### src/rtl/fft_spi_in.sv
`default_nettype none
// ============================================================================
// Module   : fft_spi_in
// Function : SPI mode-0 slave that assembles 2*N bytes into one FFT input frame.
//            Optional HOLD timeout enabled by defining FFT_SPI_IN_TIMEOUT_EN.
// Revision : 1.0
// ============================================================================
module fft_spi_in #(
  parameter int N       = 32,
  parameter int MSB     = 16,
  parameter int TIMEOUT = 1024
) (
  input  logic                   clk,
  input  logic                   i_Rst_L,
  input  logic                   sclk,
  input  logic                   mosi,
  input  logic                   cs,
  output logic [N*MSB-1:0]       data_bus,
  output logic                   frame_valid,
  output logic [$clog2(2*N):0]   byte_count,
  output logic                   busy,
  output logic                   frame_err
);

  localparam int c_BYTE_W = MSB / 2;
  localparam int c_BYTES  = 2 * N;
  localparam int c_BIT_W  = (c_BYTE_W > 1) ? $clog2(c_BYTE_W) : 1;
  localparam int c_CNT_W  = $clog2(2 * N) + 1;

  typedef enum logic [1:0] {
    IDLE  = 2'd0,
    SHIFT = 2'd1,
    HOLD  = 2'd2
  } state_t;

  state_t                r_state;
  logic                  r_sclk_meta, r_sclk_sync, r_sclk_d;
  logic                  r_mosi_meta, r_mosi_sync;
  logic                  r_cs_meta, r_cs_sync;
  logic [c_BIT_W-1:0]    r_bit_cnt;
  logic [c_BYTE_W-1:0]   r_shift;
  logic [c_BYTE_W-1:0]   r_byte_data;
  logic                  r_byte_ready;
  logic [N*MSB-1:0]      r_shadow;

  logic                  w_sclk_rise, w_cs_fall, w_cs_active, w_last, w_timeout;
  logic [c_BIT_W-1:0]    w_bit_base;
  logic [c_CNT_W-1:0]    w_cnt_next, w_cnt_final;
  logic [N*MSB-1:0]      w_shadow_next;

  always_ff @(posedge clk or negedge i_Rst_L) begin
    if (!i_Rst_L) begin
      r_sclk_meta <= 1'b0;
      r_sclk_sync <= 1'b0;
      r_sclk_d    <= 1'b0;
      r_mosi_meta <= 1'b0;
      r_mosi_sync <= 1'b0;
      r_cs_meta   <= 1'b1;
      r_cs_sync   <= 1'b1;
    end else begin
      r_sclk_meta <= sclk;
      r_sclk_sync <= r_sclk_meta;
      r_sclk_d    <= r_sclk_sync;
      r_mosi_meta <= mosi;
      r_mosi_sync <= r_mosi_meta;
      r_cs_meta   <= cs;
      r_cs_sync   <= r_cs_meta;
    end
  end

  // SHIFT means cs was low last cycle, so a final sclk edge seen together
  // with the cs rise is still accepted.
  assign w_sclk_rise = r_sclk_sync & ~r_sclk_d;
  assign w_cs_fall   = ~r_cs_sync & (r_state != SHIFT);
  assign w_cs_active = ~r_cs_sync | (r_state == SHIFT);
  assign w_bit_base  = w_cs_fall ? '0 : r_bit_cnt;

  always_ff @(posedge clk or negedge i_Rst_L) begin
    if (!i_Rst_L) begin
      r_bit_cnt    <= '0;
      r_shift      <= '0;
      r_byte_data  <= '0;
      r_byte_ready <= 1'b0;
    end else begin
      r_byte_ready <= 1'b0;
      if (w_sclk_rise && w_cs_active) begin
        r_shift <= {r_shift[c_BYTE_W-2:0], r_mosi_sync};
        if (w_bit_base == c_BIT_W'(c_BYTE_W - 1)) begin
          r_bit_cnt    <= '0;
          r_byte_data  <= {r_shift[c_BYTE_W-2:0], r_mosi_sync};
          r_byte_ready <= 1'b1;
        end else begin
          r_bit_cnt <= w_bit_base + 1'b1;
        end
      end else begin
        r_bit_cnt <= w_bit_base;
      end
    end
  end

  always_comb begin
    w_shadow_next = r_shadow;
    for (int k = 0; k < c_BYTES; k++) begin
      if (r_byte_ready && (int'(byte_count) == k))
        w_shadow_next[k*c_BYTE_W +: c_BYTE_W] = r_byte_data;
    end
  end

  assign w_last     = r_byte_ready && (byte_count == c_CNT_W'(c_BYTES - 1));
  assign w_cnt_next = !r_byte_ready ? byte_count :
                      (w_last ? '0 : byte_count + 1'b1);

`ifdef FFT_SPI_IN_TIMEOUT_EN
  localparam int c_TO_W = $clog2(TIMEOUT + 1);
  logic [c_TO_W-1:0] r_hold_cnt;

  assign w_timeout = (r_state == HOLD) && r_cs_sync && !r_byte_ready &&
                     (r_hold_cnt == c_TO_W'(TIMEOUT - 1));

  always_ff @(posedge clk or negedge i_Rst_L) begin
    if (!i_Rst_L) begin
      r_hold_cnt <= '0;
      frame_err  <= 1'b0;
    end else begin
      frame_err <= w_timeout;
      if ((r_state == HOLD) && r_cs_sync && !w_timeout)
        r_hold_cnt <= r_hold_cnt + 1'b1;
      else
        r_hold_cnt <= '0;
    end
  end
`else
  assign w_timeout = 1'b0;
  assign frame_err = 1'b0;
`endif

  assign w_cnt_final = w_timeout ? '0 : w_cnt_next;

  always_ff @(posedge clk or negedge i_Rst_L) begin
    if (!i_Rst_L) begin
      r_state     <= IDLE;
      r_shadow    <= '0;
      data_bus    <= '0;
      frame_valid <= 1'b0;
      byte_count  <= '0;
      busy        <= 1'b0;
    end else begin
      r_shadow    <= w_shadow_next;
      frame_valid <= w_last;
      byte_count  <= w_cnt_final;
      busy        <= (w_cnt_final != '0) || !r_cs_sync;
      if (w_last)
        data_bus <= w_shadow_next;
      case (r_state)
        IDLE: begin
          if (!r_cs_sync)                r_state <= SHIFT;
          else if (w_cnt_final != '0)    r_state <= HOLD;
        end
        SHIFT: begin
          if (r_cs_sync)
            r_state <= (w_cnt_final != '0) ? HOLD : IDLE;
        end
        HOLD: begin
          if (!r_cs_sync)                r_state <= SHIFT;
          else if (w_cnt_final == '0)    r_state <= IDLE;
        end
        default:                         r_state <= IDLE;
      endcase
    end
  end

endmodule
`default_nettype wire

### config.mk
export PLATFORM = sky130hd
export DESIGN_NAME = fft_spi_in
export DESIGN_NICKNAME = d
export VERILOG_FILES = /design/src/rtl/fft_spi_in.sv
export SDC_FILE = /design/constraint.sdc
export NUM_CORES = 1
export LEC_CHECK = 0
export ABC_AREA = 1
export CAP_MARGIN = 40
export CORE_MARGIN = 10
export CORE_UTILIZATION = 45
export CTS_CLUSTER_DIAMETER = 120
export DETAILED_ROUTE_END_ITERATION = 12
export MAX_ROUTING_LAYER = met4
export PLACE_DENSITY = 0.66
export SYNTH_ARGS = -nofsm -noshare
export SYNTH_HDL_FRONTEND = slang
export SYNTH_SLANG_ARGS = --single-unit
### constraint.sdc
create_clock -name clk -period 2 [get_ports clk]
set_input_delay 0.4 -clock clk [delete_from_list [all_inputs] [get_ports clk]]
set_output_delay 0.4 -clock clk [all_outputs]
set_load 0.005 [all_outputs]
==> results.yml <==
run_status:
  status: "finished, final reports clean"
power_and_ir_drop:
  p_comb_share_pct: 1.5
  vdd_drop_max_mv: 0.7046
  power.switching_uw: 8871
  power_density_nw_per_um2: 828.5
  pwr-share-seq_pct: 51.1
  leakagePower_uw: 0.02767
  p_int_uw: 32980
  switching_share_pct: 21.20
  power_frac_clock_pct: 47.4
synth:
  syn_inst: 4045
  yosysUniqueCellTypes: 22
  synth.avg_cell_area_um2: 9.529
  yosys_warnings: 0
  synth_nets: 4056
  yosys-top-cells-area: "dfrtp_1, nand2_1, o21ai_0"
  seq_area_frac_synth_pct: 68.37
  syn-cell-area_um2: 38550
  synth-seq-cells: 1053
  yosys.area.top_type_share_pct: 68.23
  synth_area_leader_cell: "dfrtp_1"
worst_setup_path:
  crit_path_end_kind: "primary output"
  crit_slowest_cell: "clkdlybuf4s50_1"
  critPathTopFamily: "buffers and inverters"
  cp.arrival_ps: 1560
  critPathRequiredTime_ps: 1600
  criticalPathCategory: "register to primary output"
  crit_buf_inv: 1
  cp-start-kind: "register"
  critPathMaxFanout: 2
  path_cells: "clkdlybuf4s50_1"
  slowest_delay_ps: 520
sta:
  setup_tns_ps: 0
  grt_setup_unrepaired: "true"
  hold_viol: 0
  timing.slew.headroom_pct: 57.18
  max_freq_mhz: 510.3
  period_minus_slack_ps: 1960
  finalCritPeriodShare_pct: 97.98
  drv_slew: 0
  clock_skew_ps: 41.83
  setup_viol: 0
  worst_pin_slew_ps: 642.2
global_route:
  grt_pass1_vias: 29680
  grt_usage_pct: 24.08
  antenna_found_initial: 1
  grt_max_degree: 123
  grt.overflow.total: 0
  grt_pass1_wl_um: 179700
floorplan:
  initial_core_util_pct: 45.34
  io_pins: 527
  die_w_um: 312.7
  dieArea_um2: 97760
  dieHeight_um: 312.7
  core_area_um2: 85010
  num_rows: 107
routing:
  drt-initial-drc-count: 2236
  antenna_left: 0
  drt_pass1_iterations: 6
  routed_via_density: 4.983
  drc: 0
  wl_um: 116800
  vias: 29430
  avgRoutedWirePerCell_um: 19.78
placement:
  gp_congestion: 0.8044
  io_buffers: 525
  placed_area_um2: 46690
  dp_hpwl_um: 75680
  placedCellCount: 5673
finish:
  final_cells: 5906
  fin_area_um2: 50510
  synthToLayoutAreaGrowth_pct: 31.04
  final_cell_mix: "nand2_1, dfrtp_1, o21ai_0"
  nets: 4691
  drive_above_1_share_pct: 9.807
  antenna_cells: 0
  nFillCells: 7346
  layout_commonest_cell: "nand2_1"
clock_tree:
  htree_levels: 3
  cts_tree: "done"
  clk_latency_ps: 680
  cts_buffer_depth: 3
  numClockSinks: 1053
  cts_buffers: 104
  cts_root_buf: "clkbuf_16"
  clk_pin_slew_worst_paths_ps: 60
job:
  drv_cap: 0
min_path:
  hold_class: "input port to register"
## state kept, by name, indices dropped and copies added, names as in the netlist, 2 cells and up
signal       flops
data_bus       512
r_shadow       504
r_byte_data      8
byte_count       7
r_shift          7
r_bit_cnt        3
r_state          2
## logic make-up (layout without fill, tap and decap cells)
logic type | Yosys count | count (layout) | synth area share, %
AND/OR/NAND/NOR | 2189 | 2189 | 21.42
adder cells (fa/ha/maj) | 6 | 6 | 0.1948
flip-flops | 1053 | 1053 | 68.37
buffers and inverters | 269 | 986 | 3.132
AO/OA/AOI/OAI | 525 | 525 | 6.830
other | 1 | 1 | 0.009729
XOR/XNOR | 2 | 2 | 0.04545
## cell usage after synthesis
library cell,number
nor2_1,21
clkbuf_1,83
dfrtp_1,1051
conb_1,1
nand3_1,5
dfstp_2,2
nor2_2,1
o21ai_1,47
o21ai_0,475
ha_1,6
a21oi_1,1
nor3_2,1
buf_1,1
buf_4,5
a21boi_0,2
xor2_1,2
nand2_1,2159
buf_2,143
nor3_4,2
clkinv_1,1
inv_1,35
inv_2,1
## path summary, 6_finish.rpt
check | end | depth (start not counted) | start | slack [ps]
worst max-delay path | data_bus[412] | 1 | data_bus[412]$_DFFE_PN0P_ | 40
worst min-delay path | r_mosi_meta$_DFF_PN0_ | 1 | mosi | 180
worst max register to register | data_bus[21]$_DFFE_PN0P_ | 10 | byte_count[0]$_DFF_PN0_ | 90
worst min register to register | r_cs_sync$_DFF_PN1_ | 0 | r_cs_meta$_DFF_PN1_ | 360
max in group asynchronous | r_shadow[78]$_DFF_PN0_ | 4 | i_Rst_L | 950
min in group asynchronous | data_bus[274]$_DFFE_PN0P_ | 3 | i_Rst_L | 330
## through the flow
stage / hold WS [ps] / power, uW / setup slack, ps / util, %
after CTS: 142.4 / 42240 / -50.61 / 59.07
final: 183.8 / 41850 / 40.37 / 59.42
after detailed placement: 339.5 / 22430 / -207.4 / 54.93
after global placement: 333.9 / 22430 / -207.4 / 54.93
after floorplan: 104.4 / 21840 / 218.6 / -
after global routing: 159.3 / 43180 / -40.59 / 59.42
## power by group through the flow
stage	Sequential [uW]	Combinational, uW	Clock, uW
floorplan	21800	73.4	0
global placement	21800	657	0
detailed placement	21800	661	0
CTS	21400	664	20200
global route	21400	734	21100
finish	21400	632	19800
## per-layer routing
metal	up-vias	track usage (%)	share of wire, %
met3	177	4.738	6.3
met5	-	-	0
met1	14410	32.50	45
met4	0	7.318	2.7
met2	910	36.75	46
li1	13940	-	-
## layout make-up
class                           instances  area, um^2  share of cell area [%]
Inverter                               37       147.6                  0.2923
Sequential cell                      1053       26360                   52.19
Tap cell                             1144        1431                   2.834
Clock buffer                          158        3137                   6.210
Clock inverter                         30       386.6                  0.7654
Multi-Input combinational cell       2723       11150                   22.07
Timing Repair Buffer                  761        7900                   15.64
## repair_timing
action	4_1_cts	5_1_grt
hold buffers	1	0
pin swaps	0	2
endpoints found under the hold margin	336	0
resized for setup	322	243
setup endpoints to repair	455	559
setup buffers	39	5
Power figures use the tool's default switching activity.
